[config.mk]
export PLATFORM = sky130hd
export DESIGN_NAME = seq_detector_param
export DESIGN_NICKNAME = d
export VERILOG_FILES = /design/src/rtl/seq_detector_param.sv
export SDC_FILE = /design/constraint.sdc
export NUM_CORES = 1
export LEC_CHECK = 0
export CAP_MARGIN = 20
export CORE_MARGIN = 1
export CORE_UTILIZATION = 40
export CTS_BUF_LIST = sky130_fd_sc_hd__clkbuf_4 sky130_fd_sc_hd__clkbuf_8
export DETAILED_ROUTE_END_ITERATION = 16
export PLACE_DENSITY = 0.66
export SLEW_MARGIN = 10
export SYNTH_ARGS = -nofsm -noshare
export SYNTH_HDL_FRONTEND = slang
export SYNTH_SLANG_ARGS = --single-unit
export TNS_END_PERCENT = 5
[constraint.sdc]
create_clock -name clk -period 2.4 [get_ports clk]
set_clock_uncertainty 0.15 [all_clocks]
set_input_delay 0.48 -clock clk [delete_from_list [all_inputs] [get_ports clk]]
set_output_delay 0.48 -clock clk [all_outputs]
set_load 0.03 [all_outputs]
[src/rtl/seq_detector_param.sv]
// rtl/seq_detector_param.sv - parametrised serial pattern detector with Mealy/Moore match and saturating counter
module seq_detector_param #(
    parameter int              PAT_W   = 4,
    parameter logic [PAT_W-1:0] PATTERN = 4'b1101,
    parameter bit              OVERLAP = 1'b1,
    parameter int              CNT_W   = 8
) (
    input  logic             clk,
    input  logic             rst,
    input  logic             en,
    input  logic             clr,
    input  logic             din,
    input  logic             din_valid,
    output logic             mealy_match,
    output logic             moore_match,
    output logic [CNT_W-1:0] match_cnt,
    output logic             cnt_sat,
    output logic [1:0]       state_o
);

    typedef enum logic [1:0] {
        IDLE = 2'b00,
        FILL = 2'b01,
        HUNT = 2'b10,
        HIT  = 2'b11
    } state_t;

    localparam int               FILL_W  = $clog2(PAT_W);
    localparam logic [FILL_W-1:0] FULL    = FILL_W'(PAT_W - 1);
    localparam logic [CNT_W-1:0]  CNT_MAX = '1;

    state_t             state, state_nx;
    logic [PAT_W-2:0]   hist, hist_nx;
    logic [FILL_W-1:0]  fill, fill_nx, fill_inc;
    logic [CNT_W-1:0]   cnt_nx;
    logic               sat_nx;
    logic               accept, full, hit;
    logic [PAT_W-1:0]   candidate;

    assign accept      = en & din_valid & ~clr;
    assign candidate   = {hist, din};
    assign full        = (fill == FULL);
    assign hit         = accept & full & (candidate == PATTERN);
    assign fill_inc    = full ? fill : fill + FILL_W'(1);
    assign mealy_match = hit;
    assign moore_match = (state == HIT);
    assign state_o     = state;

    always_ff @(posedge clk or posedge rst) begin
        if (rst) begin
            state     <= IDLE;
            hist      <= '0;
            fill      <= '0;
            match_cnt <= '0;
            cnt_sat   <= 1'b0;
        end else begin
            state     <= state_nx;
            hist      <= hist_nx;
            fill      <= fill_nx;
            match_cnt <= cnt_nx;
            cnt_sat   <= sat_nx;
        end
    end

    always_comb begin
        state_nx = state;
        hist_nx  = hist;
        fill_nx  = fill;
        cnt_nx   = match_cnt;
        sat_nx   = cnt_sat;

        // Counter clear applies regardless of en; the search state follows en first.
        if (clr) begin
            cnt_nx = '0;
            sat_nx = 1'b0;
        end else if (hit && (match_cnt != CNT_MAX)) begin
            cnt_nx = match_cnt + CNT_W'(1);
            if (match_cnt == CNT_MAX - CNT_W'(1)) begin
                sat_nx = 1'b1;
            end
        end

        if (!en) begin
            state_nx = IDLE;
            hist_nx  = '0;
            fill_nx  = '0;
        end else if (clr) begin
            state_nx = FILL;
            hist_nx  = '0;
            fill_nx  = '0;
        end else if (hit) begin
            state_nx = HIT;
            if (OVERLAP) begin
                hist_nx = candidate[PAT_W-2:0];
                fill_nx = FULL;
            end else begin
                hist_nx = '0;
                fill_nx = '0;
            end
        end else if (accept) begin
            hist_nx  = candidate[PAT_W-2:0];
            fill_nx  = fill_inc;
            state_nx = (fill_inc == FULL) ? HUNT : FILL;
        end else begin
            case (state)
                IDLE:    state_nx = FILL;
                HIT:     state_nx = OVERLAP ? HUNT : FILL;
                default: state_nx = state;
            endcase
        end
    end

endmodule

== After elaboration in Yosys (flattened, before gate mapping) ==
Cells that the tools add are included.

* Bits in registers: 16
* Bits of input ports: 6
* Output and inout bits: 13
* Word-level logic and storage cells: 45

* $add $sub $neg: 2
* Eq/ne operators: 8
* Muxes and demuxes: 20
* Bitwise logic cells: 5
* Reduce and logical (&&, ||, !) cells: 5

{| class="wikitable"
|+ Operators by type and width
! kind !! count
|-
| 2-bit 2-to-1 mux || 10
|-
| 8-bit 2-to-1 mux || 2
|-
| 3-bit 2-to-1 mux || 4
|-
| 8-bit by 1-bit adder with 8-bit output (second input constant) || 1
|-
| 8-bit == test (second input constant) || 1
|-
| 8-bit != test (second input constant) || 1
|-
| 2-bit == test (second input constant) || 3
|-
| 6-bit by 1-bit != test with 1-bit output (second input constant) || 1
|-
| 1-bit AND || 4
|-
| 4-bit == test (second input constant) || 1
|-
| 4-bit by 1-bit != test with 1-bit output (second input constant) || 1
|-
| 2-bit case mux with 2 select lines || 1
|-
| 2-bit nonzero test || 2
|-
| 1-bit 2-to-1 mux || 3
|-
| 2-bit by 1-bit adder with 2-bit output (second input constant) || 1
|-
| 2-bit zero test || 1
|-
| 2-bit AND reduction || 1
|-
| 1-bit logical AND || 1
|-
| 1-bit NOT || 1
|}

== Longest topological paths before layout ==
* Depth after elaboration: 8
* Gate-level depth with buffers: 7
* Mapped depth without buffers: 5

== Worst setup path before layout ==
Ideal clock, no wire load.

* Kind: input-to-output
* From: input clr
* To: output mealy_match
* Arrival: 1.645 ns
* Data required time: 1.770 ns
* Setup slack: 0.125 ns
* Stages: 6
* Path buffers: 3
* Path through: nand2b_4 -> buf_6 -> or4_4 -> buf_6 -> buf_2 -> inv_2

* Longest elaborated chain between the ends: 4

{| class="wikitable"
|+ Ends and longest elaborated chain
! element !! RTL line !! text
|-
| start, declared || 11 || <nowiki>input logic clr,</nowiki>
|-
| 1-bit NOT || 40 || <nowiki>assign accept = en & din_valid & ~clr;</nowiki>
|-
| 1-bit AND || 40 ||
|-
| 1-bit AND (2 in series) || 43 || <nowiki>assign hit = accept & full & (candidate == PATTERN);</nowiki>
|-
| end, declared || 14 || <nowiki>output logic mealy_match,</nowiki>
|}

No other way between the ends.

== Final worst setup path ==
* From: input din_valid
* To: output mealy_match

* Longest elaborated chain between the ends: 4

{| class="wikitable"
|+ Ends and longest elaborated chain
! element !! RTL line !! text
|-
| start, declared || 13 || <nowiki>input logic din_valid,</nowiki>
|-
| 1-bit AND (2 in series) || 40 ||
|-
| 1-bit AND (2 in series) || 43 ||
|}

No other way between the ends.

==> flow_summary.toml <==
[die]
die_w_um = 48.3
die_area_mm2 = 0.00233
die_h_um = 48.3
floorplan.initialDensity_pct = 43.2
io-pin-count = 19
fp-row-count = 16
core_mm2 = 0.00198

[final_layout]
multi_input_area_um2 = 405
instances_no_fill = 140
drive_gt1_share_pct = 15.0
synthToLayoutAreaGrowth_pct = 31.8
fin_util_pct = 57.0
fillCellCount = 185
final_cell_area_mm2 = 0.00113
diodes = 0
num-nets-final = 122
ff_latch_area_um2 = 400

[setup_path]
reg2reg_from = "hist[0]"
crit_end = "mealy_match"
reg2regPathDepth = 6
cp-startpoint = "din_valid"
r2r_setup_slack_ns = 0.35
path_depth = 5
cp.buffers_inverters = 3
end_kind = "output port"
critPathArrivalTime_ns = 1.72
cp_max_fo = 2
critical_path.max_stage_delay_ns = 0.49
cp.required_ns = 1.77
cp_slowest_cell = "or4_4"
path_class = "input pin to output port"
cp_cell_sequence = "clkdlybuf4s50_1 > nand2_1 > or4_4 > inv_2 > buf_6"
critPathTopFamily = "buffers and inverters"
timing.rr.end = "match_cnt[2]"
worstSetupStartpointType = "input pin"

[synthesis]
synth_area_leaders = "dfrtp_1 (47%), mux2i_1 (5.8%), a21oi_1 (5.3%)"
ys_async_sr_fraction_pct = 100
synth.most_common_cell = "dfrtp_1"
syn_area_um2 = 857
synth_area_leader_cell = "dfrtp_1"
synth-edff-count = 0
postSynthAreaPerCell_um2 = 9.74
ys_ff_latch = 16
ys_seq_area_share_pct = 46.7
ys_types = 32
synthFlopType = "dfrtp_1"
synthCells = 88
synth_top_cell_area_share_pct = 46.7
ys_warn_count = 0
synth_top_cells_by_count = "dfrtp_1 (16), a21oi_1 (9), nor2_1 (9)"
synth_nets = 96

[route]
drt_first_pass_iters = 4
drt_iter0_drc = 18
post-route-drc-count = 0
drt-total-wl_mm = 1.83
wl_per_cell_um = 13.1
via_count = 751
routed_via_density = 5.36
final_antenna_net_count = 0

[timing]
final-setup-viol-count = 0
setup_ws_ns = 0.0487
min_period_over_period_pct = 98.0
hold_viol_final = 0
worstMarginPinSlew_ns = 0.613
setup_tns_ns = 0
rsz0062_at_grt = "no"
slew_violations = 0
min_period_ns = 2.35
hold-worst-slack_ns = 0.367
slew_headroom_pct = 59.1
fmax_mhz = 425

[place]
dpl_cell_area_mm2 = 0.00108
dpl.cell_count = 135
dp_hpwl_mm = 1.31
gp_congestion = 0.788
numPortBuffers = 18
dp_slack_ns = -0.131

[power]
switching_share_pct = 22.5
power.share.sequential_pct = 55.6
irDropWorstVdd_mv = 0.258
clock_power_share_pct = 36.8
combPwrFrac_pct = 7.6
p_switching_mw = 0.111
cellLeakagePower_nw = 0.478
p_per_area_mw_per_mm2 = 436
internal-power_mw = 0.382
total_power_mw = 0.493

[grt]
grtUsageTotal_pct = 17.6
grt_max_degree = 17
grt_pass1_wl_mm = 2.80
overflow = 0
antenna_found_initial = 0
grt_pass1_vias = 637

[cts]
clock-sinks = 16
cts_tree = "done"
cts.htree.levels = 1
clock_tree.buffer_depth = 2
cts_buffers = 3
clk_latency_ns = 0.28
root_buffer = "clkbuf_4"
clkTransAtPathRegs_ns = 0.10

[hold_path]
min_path_type = "flop to flop"

[job]
cap_violations = 0

[status]
outcome = "completed"
## worst min path at each step
stage | start | depth (start not counted) | endpoint | slack [ns]
after floorplan | rst | 1 | cnt_sat | 0.24
after global placement | cnt_sat | 1 | cnt_sat | 0.34
after detailed placement | cnt_sat | 1 | cnt_sat | 0.34
after CTS | cnt_sat | 1 | cnt_sat | 0.37
after global routing | cnt_sat | 1 | cnt_sat | 0.38
final | cnt_sat | 1 | cnt_sat | 0.37
## layout by cell type (no fill, tap or decap), types with 3 or more instances in the layout
cell | synthesis | layout
mux2i_1 | 5 | 5
nand2_1 | 4 | 4
clkbuf_4 | 0 | 3
a21oi_1 | 9 | 9
dfrtp_1 | 16 | 16
o21ai_0 | 6 | 6
or3_1 | 7 | 7
inv_1 | 3 | 3
buf_4 | 0 | 8
clkdlybuf4s50_1 | 0 | 15
nor2_1 | 9 | 9
## cell families after synthesis
group                      after synthesis  share of synthesized area [%]
adders and majority gates                2                           2.92
AOI/OAI and AO/OA                       22                           15.5
and+or+nand+nor                         34                           23.1
DFF                                     16                           46.7
buffers and inverters                    9                           5.98
muxes                                    5                           5.84
## registers in the layout, indices dropped and copies added (netlist names)
register	cells
hist	3
state_o	2
cnt_sat	1
match_cnt	8
fill	2
## timing repair
action	4_1_cts	5_1_grt
endpoints found under the setup margin	1	0
setup buffers	1	0
resized for setup	3	0
hold buffers	0	0
endpoints found under the hold margin	0	0
## layer usage
layer / vias up / wire length, µm / global-route usage [%]
met5: - / 0 / 0
met4: 0 / 24 / 9.44
met2: 24 / 852 / 27.5
li1: 371 / - / -
met1: 352 / 867 / 23.8
met3: 4 / 85 / 2.22
## final cells by class
class                   count  share of cell area (%)
multi-input cells          63                    35.9
flip-flops and latches     16                    35.4
repair buffers             26                    21.2
clock buffers               4                    3.21
well taps                  27                    2.99
inverters                   4                    1.33
## power by group through the flow
stage                     logic (mW)  registers (mW)  clock network [mW]
after floorplan               0.0201           0.281                   0
after global placement        0.0389           0.279                   0
after detailed placement      0.0392           0.279                   0
after CTS                     0.0382           0.274               0.184
after global routing          0.0417           0.274               0.200
final                         0.0374           0.274               0.181
(Power assumes the default switching activity.)
